===== src/rtl/ext_shift_pipe.sv =====
// rtl/ext_shift_pipe.sv - sign/zero-extend, left-shift and truncate an immediate field through a DEPTH-stage valid/ready pipe
// Optional statistics counters are built when EXT_STATS_EN is defined.
module ext_shift_pipe #(
  parameter int IN_WIDTH  = 11,
  parameter int OUT_WIDTH = 16,
  parameter int SHAMT_W   = 2,
  parameter int DEPTH     = 2
) (
  input  logic                             clk,
  input  logic                             rst_n,
  input  logic                             in_valid,
  output logic                             in_ready,
  input  logic [IN_WIDTH-1:0]              in_data,
  input  logic [$clog2(IN_WIDTH+1)-1:0]    in_len,
  input  logic                             in_signed,
  input  logic [SHAMT_W-1:0]               in_shamt,
  output logic                             out_valid,
  input  logic                             out_ready,
  output logic [OUT_WIDTH-1:0]             out_data,
  output logic                             out_ovf
`ifdef EXT_STATS_EN
  ,
  output logic [15:0]                      stat_xfers,
  output logic [15:0]                      stat_ovf
`endif
);

  localparam int LEN_W = $clog2(IN_WIDTH + 1);
  localparam int TOP_W = (1 << SHAMT_W) - 1;
  localparam int EXT_W = OUT_WIDTH + TOP_W;
  localparam int PAD_W = (EXT_W > IN_WIDTH) ? EXT_W : IN_WIDTH;
  localparam logic [LEN_W-1:0] MAX_LEN = LEN_W'(IN_WIDTH);

  logic [LEN_W-1:0]     len_c;
  logic [PAD_W-1:0]     din_pad;
  logic                 sign_c;
  logic [EXT_W-1:0]     ext_c;
  logic [EXT_W-1:0]     shifted_c;
  logic [TOP_W-1:0]     top_c;
  logic                 ovf_c;

  assign din_pad = PAD_W'(in_data);

  // ext_c is wide enough that the largest shift never drops a bit before the overflow check
  always_comb begin
    len_c  = (in_len > MAX_LEN) ? MAX_LEN : in_len;
    sign_c = 1'b0;
    ext_c  = '0;
    for (int i = 0; i < IN_WIDTH; i++) begin
      if (i == int'(len_c) - 1) sign_c = din_pad[i];
    end
    sign_c = sign_c & in_signed;
    for (int i = 0; i < EXT_W; i++) begin
      if (i < int'(len_c)) ext_c[i] = din_pad[i];
      else                 ext_c[i] = sign_c;
    end
  end

  assign shifted_c = ext_c << in_shamt;
  assign top_c     = shifted_c[EXT_W-1:OUT_WIDTH];
  assign ovf_c     = in_signed ? (top_c != {TOP_W{shifted_c[OUT_WIDTH-1]}}) : (|top_c);

  logic [DEPTH-1:0]     v;
  logic [DEPTH-1:0]     o;
  logic [OUT_WIDTH-1:0] d [DEPTH];
  logic [DEPTH-1:0]     load;
  logic [DEPTH-1:0]     vin;
  logic [DEPTH-1:0]     oin;
  logic [OUT_WIDTH-1:0] din [DEPTH];

  // A stage may load when any stage at or after it has a hole, or the sink drains
  always_comb begin : advance
    logic room;
    room = out_ready;
    load = '0;
    for (int k = DEPTH - 1; k >= 0; k--) begin
      room    = room | ~v[k];
      load[k] = room;
    end
  end

  always_comb begin
    vin    = '0;
    oin    = '0;
    vin[0] = in_valid;
    oin[0] = ovf_c;
    din[0] = shifted_c[OUT_WIDTH-1:0];
    for (int k = 1; k < DEPTH; k++) begin
      vin[k] = v[k-1];
      oin[k] = o[k-1];
      din[k] = d[k-1];
    end
  end

  assign in_ready = load[0];

  always_ff @(posedge clk or negedge rst_n) begin
    if (!rst_n) begin
      v <= '0;
      o <= '0;
      for (int k = 0; k < DEPTH; k++) d[k] <= '0;
    end else begin
      for (int k = 0; k < DEPTH; k++) begin
        if (load[k]) begin
          v[k] <= vin[k];
          // payload only moves with a valid beat, so idle inputs never reach the registers
          if (vin[k]) begin
            d[k] <= din[k];
            o[k] <= oin[k];
          end
        end
      end
    end
  end

  assign out_valid = v[DEPTH-1];
  assign out_data  = d[DEPTH-1];
  assign out_ovf   = o[DEPTH-1];

`ifdef EXT_STATS_EN
  always_ff @(posedge clk or negedge rst_n) begin
    if (!rst_n) begin
      stat_xfers <= '0;
      stat_ovf   <= '0;
    end else if (out_valid && out_ready) begin
      if (stat_xfers != 16'hFFFF) stat_xfers <= stat_xfers + 16'd1;
      if (out_ovf && stat_ovf != 16'hFFFF) stat_ovf <= stat_ovf + 16'd1;
    end
  end
`endif

endmodule


===== config.mk =====
export PLATFORM = sky130hd
export DESIGN_NAME = ext_shift_pipe
export DESIGN_NICKNAME = d
export VERILOG_FILES = /design/src/rtl/ext_shift_pipe.sv
export SDC_FILE = /design/constraint.sdc
export NUM_CORES = 1
export LEC_CHECK = 0
export BUFFER_PORTS_ARGS = -buffer_cell sky130_fd_sc_hd__buf_2
export CORE_MARGIN = 3
export CORE_UTILIZATION = 35
export DETAILED_ROUTE_END_ITERATION = 8
export GPL_TIMING_DRIVEN = 0
export PLACE_DENSITY = 0.66
export SLEW_MARGIN = 20
export SYNTH_ARGS = -nofsm -noshare
export SYNTH_HDL_FRONTEND = slang
export SYNTH_SLANG_ARGS = --single-unit

===== constraint.sdc =====
create_clock -name clk -period 1.5 [get_ports clk]
set_clock_uncertainty 0.1 [all_clocks]
set_input_delay 0 -clock clk [delete_from_list [all_inputs] [get_ports clk]]
set_output_delay 0 -clock clk [all_outputs]
set_load 0.02 [all_outputs]

==> results of run 1 <==
==> where the power goes <==
part | internal, uW | total [uW] | switching (uW) | leakage, uW
sequential | 1150 | 1250 | 96.6 | 0.000450
clock | 366 | 688 | 322 | 0.0000510
combinational | 523 | 1030 | 508 | 0.000794
total | 2040 | 2970 | 927 | 0.00130
==> routing by layer <==
layer | global-route usage | part of all wire | up-vias
li1 | - | - | 887
met1 | 0.192 | 0.45 | 838
met2 | 0.232 | 0.48 | 58
met3 | 0.0238 | 0.049 | 10
met4 | 0.0490 | 0.023 | 0
met5 | 0 | 0 | -
==> cell type report <==
type                    count  area, um2
fillers                   530       2840
multi-input cells         140       1120
flip-flops and latches     36        902
repair buffers             53        342
plain buffers              27        216
well taps                  72       90.1
clock buffers               6       82.6
inverters                   8       33.8
clock inverters             2       10.0
==> tightest hold or removal path, stage by stage <==
cell	delay, ns
buf_2	0.19
nand2_8	0.12
o21ai_0	0.08
==> path summary, 6_finish.rpt <==
kind / start / to / depth (start not counted)
setup / recovery: v[0] / d[19] / 5
hold / removal: in_shamt[1] / d[23] / 3
setup reg to reg: v[0] / d[19] / 5
hold reg to reg: d[31] / d[31] / 2
max in group asynchronous: rst_n / v[1] / 2
min in group asynchronous: rst_n / out_data[10] / 2
==> layout by cell type, fill, tap and decap left out, drive strengths merged, types with 3 or more instances in the layout <==
cell,count
mux2i,4
dlygate4sd3,4
nor3,3
clkbuf,13
a21oi,7
and2,4
o21ai,10
o22ai,4
nand2b,3
a31oi,6
mux2,18
inv,7
a221o,6
or2,4
nand2,16
o211ai,4
buf,69
nand3,3
dfrtp,36
nor2,15
==> sequential cells by signal, summed over array words and instances, names as in the netlist <==
register	count
out_data	16
d	16
o	2
v	2
==> logic make-up (layout without fill, tap and decap cells) <==
group / Yosys count / count (layout)
multiplexers: 22 / 22
buffers and inverters: 36 / 96
AND/OR/NAND/NOR: 57 / 57
flip-flops: 36 / 36
AO/OA/AOI/OAI: 61 / 61
==> metrics by stage <==
step | instances | area [um2] | setup slack, ns
6_report | 344 | 2800 | 0.0376
5_1_grt | 344 | 2800 | -0.0463
4_1_cts | 338 | 2610 | 0.00964
3_5_place_dp | 324 | 2450 | -0.499
3_3_place_gp | 324 | 2450 | -0.450
2_1_floorplan | 212 | 2160 | -0.104
==> what timing repair did <==
action / in CTS / in global routing
endpoints found under the setup margin: 5 / 21
gates resized for setup: 5 / 38
hold endpoints to repair: 38 / 0
setup buffers: 2 / 5
pin swaps: 1 / 15
hold buffers: 4 / 0
cloned: 0 / 2
==> results.json, run 1 <==
{
  "crit_fanout": 5,
  "worstPathCellList": "nand3b_1 > nand2_2 > nor2_2 > o311ai_0 > o211ai_1",
  "ir_drop_mv": 0.650,
  "synth_area_um2": 2090,
  "portBuffers": 40,
  "grt_antenna_before_repair": 0,
  "die_x_um": 83.3,
  "routed_via_density": 5.21,
  "synth-simple-area-share": 0.136,
  "die_y_um": 83.3,
  "cts_sinks": 36,
  "syn_nets": 234,
  "start_util": 0.371,
  "fin_nets": 293,
  "p_leak_uw": 0.00130,
  "synth_top_area_frac": 0.430,
  "fp.coreArea_um2": 5640,
  "utilization": 0.496,
  "synth_area_leaders": "dfrtp_1 (43%), mux2_2 (9.7%), buf_4 (6.1%)",
  "crit_required_ns": 1.60,
  "slowest_stage": "dfrtp_1",
  "area_growth_pct": 33.7,
  "grt_use_total": 0.143,
  "fin_crit_sh": 0.975,
  "crit_type": "reg -> reg",
  "status": "finished clean",
  "cap_violations": 0,
  "hp-class": "in -> reg",
  "ctsHtreeMaxLevel": 2,
  "cts_tree": "yes",
  "final-setup-viol-count": 0,
  "fin_tns_setup_ns": 0,
  "final_antenna_net_count": 0,
  "synth_edf_count": 0,
  "power_uw": 2970,
  "first_pass_iters": 4,
  "slowest_delay_ns": 0.40,
  "synth_flop_cell": "dfrtp_1",
  "drc": 0,
  "post_synth_mux_area_share": 0.116,
  "critPathBufInv": 0,
  "grt_first_pass_wirelength_mm": 8.20,
  "grt_max_degree": 37,
  "grt_pass1_vias": 1689,
  "wl_mm": 5.01,
  "vias": 1793,
  "synthCells": 212,
  "ys_types": 51,
  "finalHoldViolations": 0,
  "critPathTopFamily": "simple AND/OR/NAND/NOR gates",
  "synth_commonest_cells": "dfrtp_1 (36), mux2_2 (18), buf_4 (17)",
  "ys_seq_area_frac": 0.430,
  "ys_ff_latch": 36,
  "overflow": 0,
  "startpoint_type": "flip-flop",
  "row_count": 27,
  "numCtsBuffers": 5,
  "r2r_slack_ns": 0.04,
  "slew_headroom": 0.487,
  "antenna_cells": 0,
  "whs_ns": 0.0447,
  "fin_crit_ns": 1.46,
  "die_area_um2": 6940,
  "ys_async_sr_fraction": 1.00,
  "fmax_mhz": 684,
  "yosys_warnings": 0,
  "yosysMostFrequentCell": "dfrtp_1",
  "drive_gt1_frac": 0.478,
  "wl_per_cell_um": 14.5,
  "syn_area_per_cell_um2": 9.87,
  "slew_viol_final": 0,
  "worstSkewPairLatency_ns": 0.28,
  "pin_count": 41,
  "endpoint_kind": "flip-flop",
  "drt_iter0_drc": 90,
  "cts.clk_slew.worst_paths_ns": 0.07,
  "cts-root-buf": "clkbuf_8",
  "synth-compound-area-share": 0.221,
  "hpwl_mm": 3.49,
  "routabilityCongestion": 0.788,
  "clock_path_buffers": 2,
  "worst_pin_slew_ns": 0.770,
  "critPathArrivalTime_ns": 1.56,
  "yosys.area_share.adder": 0,
  "powerDensity_nw_per_um2": 1060,
  "synth_xor_area_frac": 0,
  "synth_top_area_cell": "dfrtp_1",
  "rsz0062_at_grt": "yes",
  "synth_top_family_by_area": "compound AO/OA/AOI/OAI gates"
}
No activity file was read; power rests on OpenSTA's default activity.
==> inputs of run 2 (changes only) <==
--- a/config.mk
+++ b/config.mk
@@ -5,12 +5,12 @@
 export SDC_FILE = /design/constraint.sdc
 export NUM_CORES = 1
 export LEC_CHECK = 0
-export BUFFER_PORTS_ARGS = -buffer_cell sky130_fd_sc_hd__buf_2
 export CORE_MARGIN = 3
 export CORE_UTILIZATION = 35
 export DETAILED_ROUTE_END_ITERATION = 8
+export DONT_BUFFER_PORTS = 1
 export GPL_TIMING_DRIVEN = 0
-export PLACE_DENSITY = 0.66
+export PLACE_DENSITY = 0.6
 export SLEW_MARGIN = 20
 export SYNTH_ARGS = -nofsm -noshare
 export SYNTH_HDL_FRONTEND = slang
==> run 2 against run 1 <==
The run now ends with hold timing, setup timing left. Power decreased by 2.9%. Critical path depth did not move. Via count down 5.4%. Design area fell by 4.5%. Sequential share of layout area up 1.5 points. First-iteration DRC count grew 5.6%. Largest power group unchanged. Highest routed layer unchanged.
==> results.json, run 2 (synthesized netlist as in run 1, its figures left out) <==
{
  "finalHoldViolations": 10,
  "routed_via_density": 5.44,
  "drive_gt1_frac": 0.367,
  "drt_iter0_drc": 95,
  "slew_viol_final": 0,
  "grt_use_total": 0.148,
  "crit_type": "reg -> reg",
  "cts.clk_slew.worst_paths_ns": 0.07,
  "antenna_cells": 0,
  "row_count": 27,
  "startpoint_type": "flip-flop",
  "fp.coreArea_um2": 5640,
  "critPathArrivalTime_ns": 1.80,
  "hpwl_mm": 3.47,
  "vias": 1697,
  "clock_path_buffers": 2,
  "grt_antenna_before_repair": 0,
  "die_area_um2": 6940,
  "drc": 0,
  "status": "finished, violations left",
  "worstSkewPairLatency_ns": 0.29,
  "post-place-cells": 284,
  "final-seq-area_um2": 902,
  "ir_drop_mv": 0.638,
  "grt_pass1_vias": 1652,
  "crit_fanout": 6,
  "p_leak_uw": 0.00116,
  "place_area_um2": 2250,
  "cts-root-buf": "clkbuf_8",
  "fin_crit_sh": 1.15,
  "area_growth_pct": 27.7,
  "rsz0062_at_grt": "yes",
  "fmax_mhz": 578,
  "worst_pin_slew_ns": 0.747,
  "postCtsHoldBufs": 11,
  "violations": "hold timing, setup timing",
  "slew_headroom": 0.497,
  "cts_tree": "yes",
  "crit_required_ns": 1.57,
  "grt_first_pass_wirelength_mm": 8.38,
  "setup_ws_ns": -0.229,
  "instances_no_fill": 312,
  "wl_mm": 4.94,
  "fin_nets": 261,
  "cap_violations": 0,
  "final-setup-viol-count": 17,
  "ctsHtreeMaxLevel": 2,
  "final_cell_mix": "dfrtp_1 (35), buf_4 (25), mux2_2 (18), nor2_1 (10), dlygate4sd3_1 (10)",
  "grt_max_degree": 37,
  "start_util": 0.371,
  "final_area_um2": 2670,
  "pin_count": 41,
  "overflow": 0,
  "layout_commonest_cell": "dfrtp_1",
  "hp-class": "in -> reg",
  "wl_per_cell_um": 15.8,
  "routabilityCongestion": 0.854,
  "first_pass_iters": 4,
  "die_x_um": 83.3,
  "multi_input_area_um2": 1140,
  "whs_ns": -0.196,
  "fin_crit_ns": 1.73,
  "portBuffers": 0,
  "fin_tns_setup_ns": -2.52,
  "die_y_um": 83.3,
  "numCtsBuffers": 5,
  "powerDensity_nw_per_um2": 1080,
  "cts_sinks": 36,
  "fill_cells": 538,
  "final_antenna_net_count": 0,
  "endpoint_kind": "flip-flop"
}
## run 2: cell count changes in the layout (fill, tap and decap cells not counted), sizes merged
cell         delta
dlygate4sd3     +6
clkinv          -2
inv             +1
buf            -37
## run 2: worst max-delay path, stage by stage (launching register included)
cell and delay [ns]:
dfrtp_2 0.44, nand3b_1 0.33, and2_4 0.34, nand2_8 0.09
nor2_4 0.03, a221o_1 0.27
## run 2: area by class of cell
| type | count | area share |
|---|---|---|
| inverter | 8 | 0.0112 |
| clock buffer | 7 | 0.0323 |
| timing repair buffer | 21 | 0.0758 |
| buffer | 27 | 0.0791 |
| multi-input combinational | 140 | 0.427 |
| clock inverter | 1 | 0.00281 |
| tap | 72 | 0.0337 |
| sequential | 36 | 0.338 |
## run 2: timing repair
action | 4_1_cts | 5_1_grt
endpoints found under the hold margin | 54 | 10
buffers inserted | 3 | 5
pin swaps | 4 | 11
gates resized for setup | 12 | 22
endpoints found under the setup margin | 26 | 27
gates cloned | 1 | 1
## run 2: worst paths after layout
check,startpoint,end,slack (ns),depth (start not counted)
max in group asynchronous,rst_n,v[1],1.05,2
min in group asynchronous,rst_n,d[24],0.07,2
min reg2reg,d[22],d[22],0.39,1
max,v[1],d[24],-0.23,5
max reg2reg,v[1],d[24],-0.23,5
min,in_shamt[1],d[23],-0.20,2
## run 2: per-layer routing
layer	share of wire	GRT usage	vias to the layer above
li1	-	-	825
met4	0.015	0.0565	0
met1	0.46	0.197	817
met3	0.069	0.0427	5
met5	0	0	-
met2	0.45	0.226	50
## run 2: per-stage QoR
step                      utilization  power, uW  setup WS [ns]
after detailed placement        0.399       2060         -0.345
after global routing            0.474       3050         -0.309
after CTS                       0.452       2850         -0.225
after floorplan                     -       1940         -0.104
final                           0.474       2880         -0.229
after global placement          0.399       2040         -0.310
## run 2: report_power, final
group | total (uW) | internal, uW | switching [uW]
Sequential | 1260 | 1150 | 107
Combinational | 913 | 452 | 461
Clock | 709 | 373 | 336
Total | 2880 | 1980 | 905
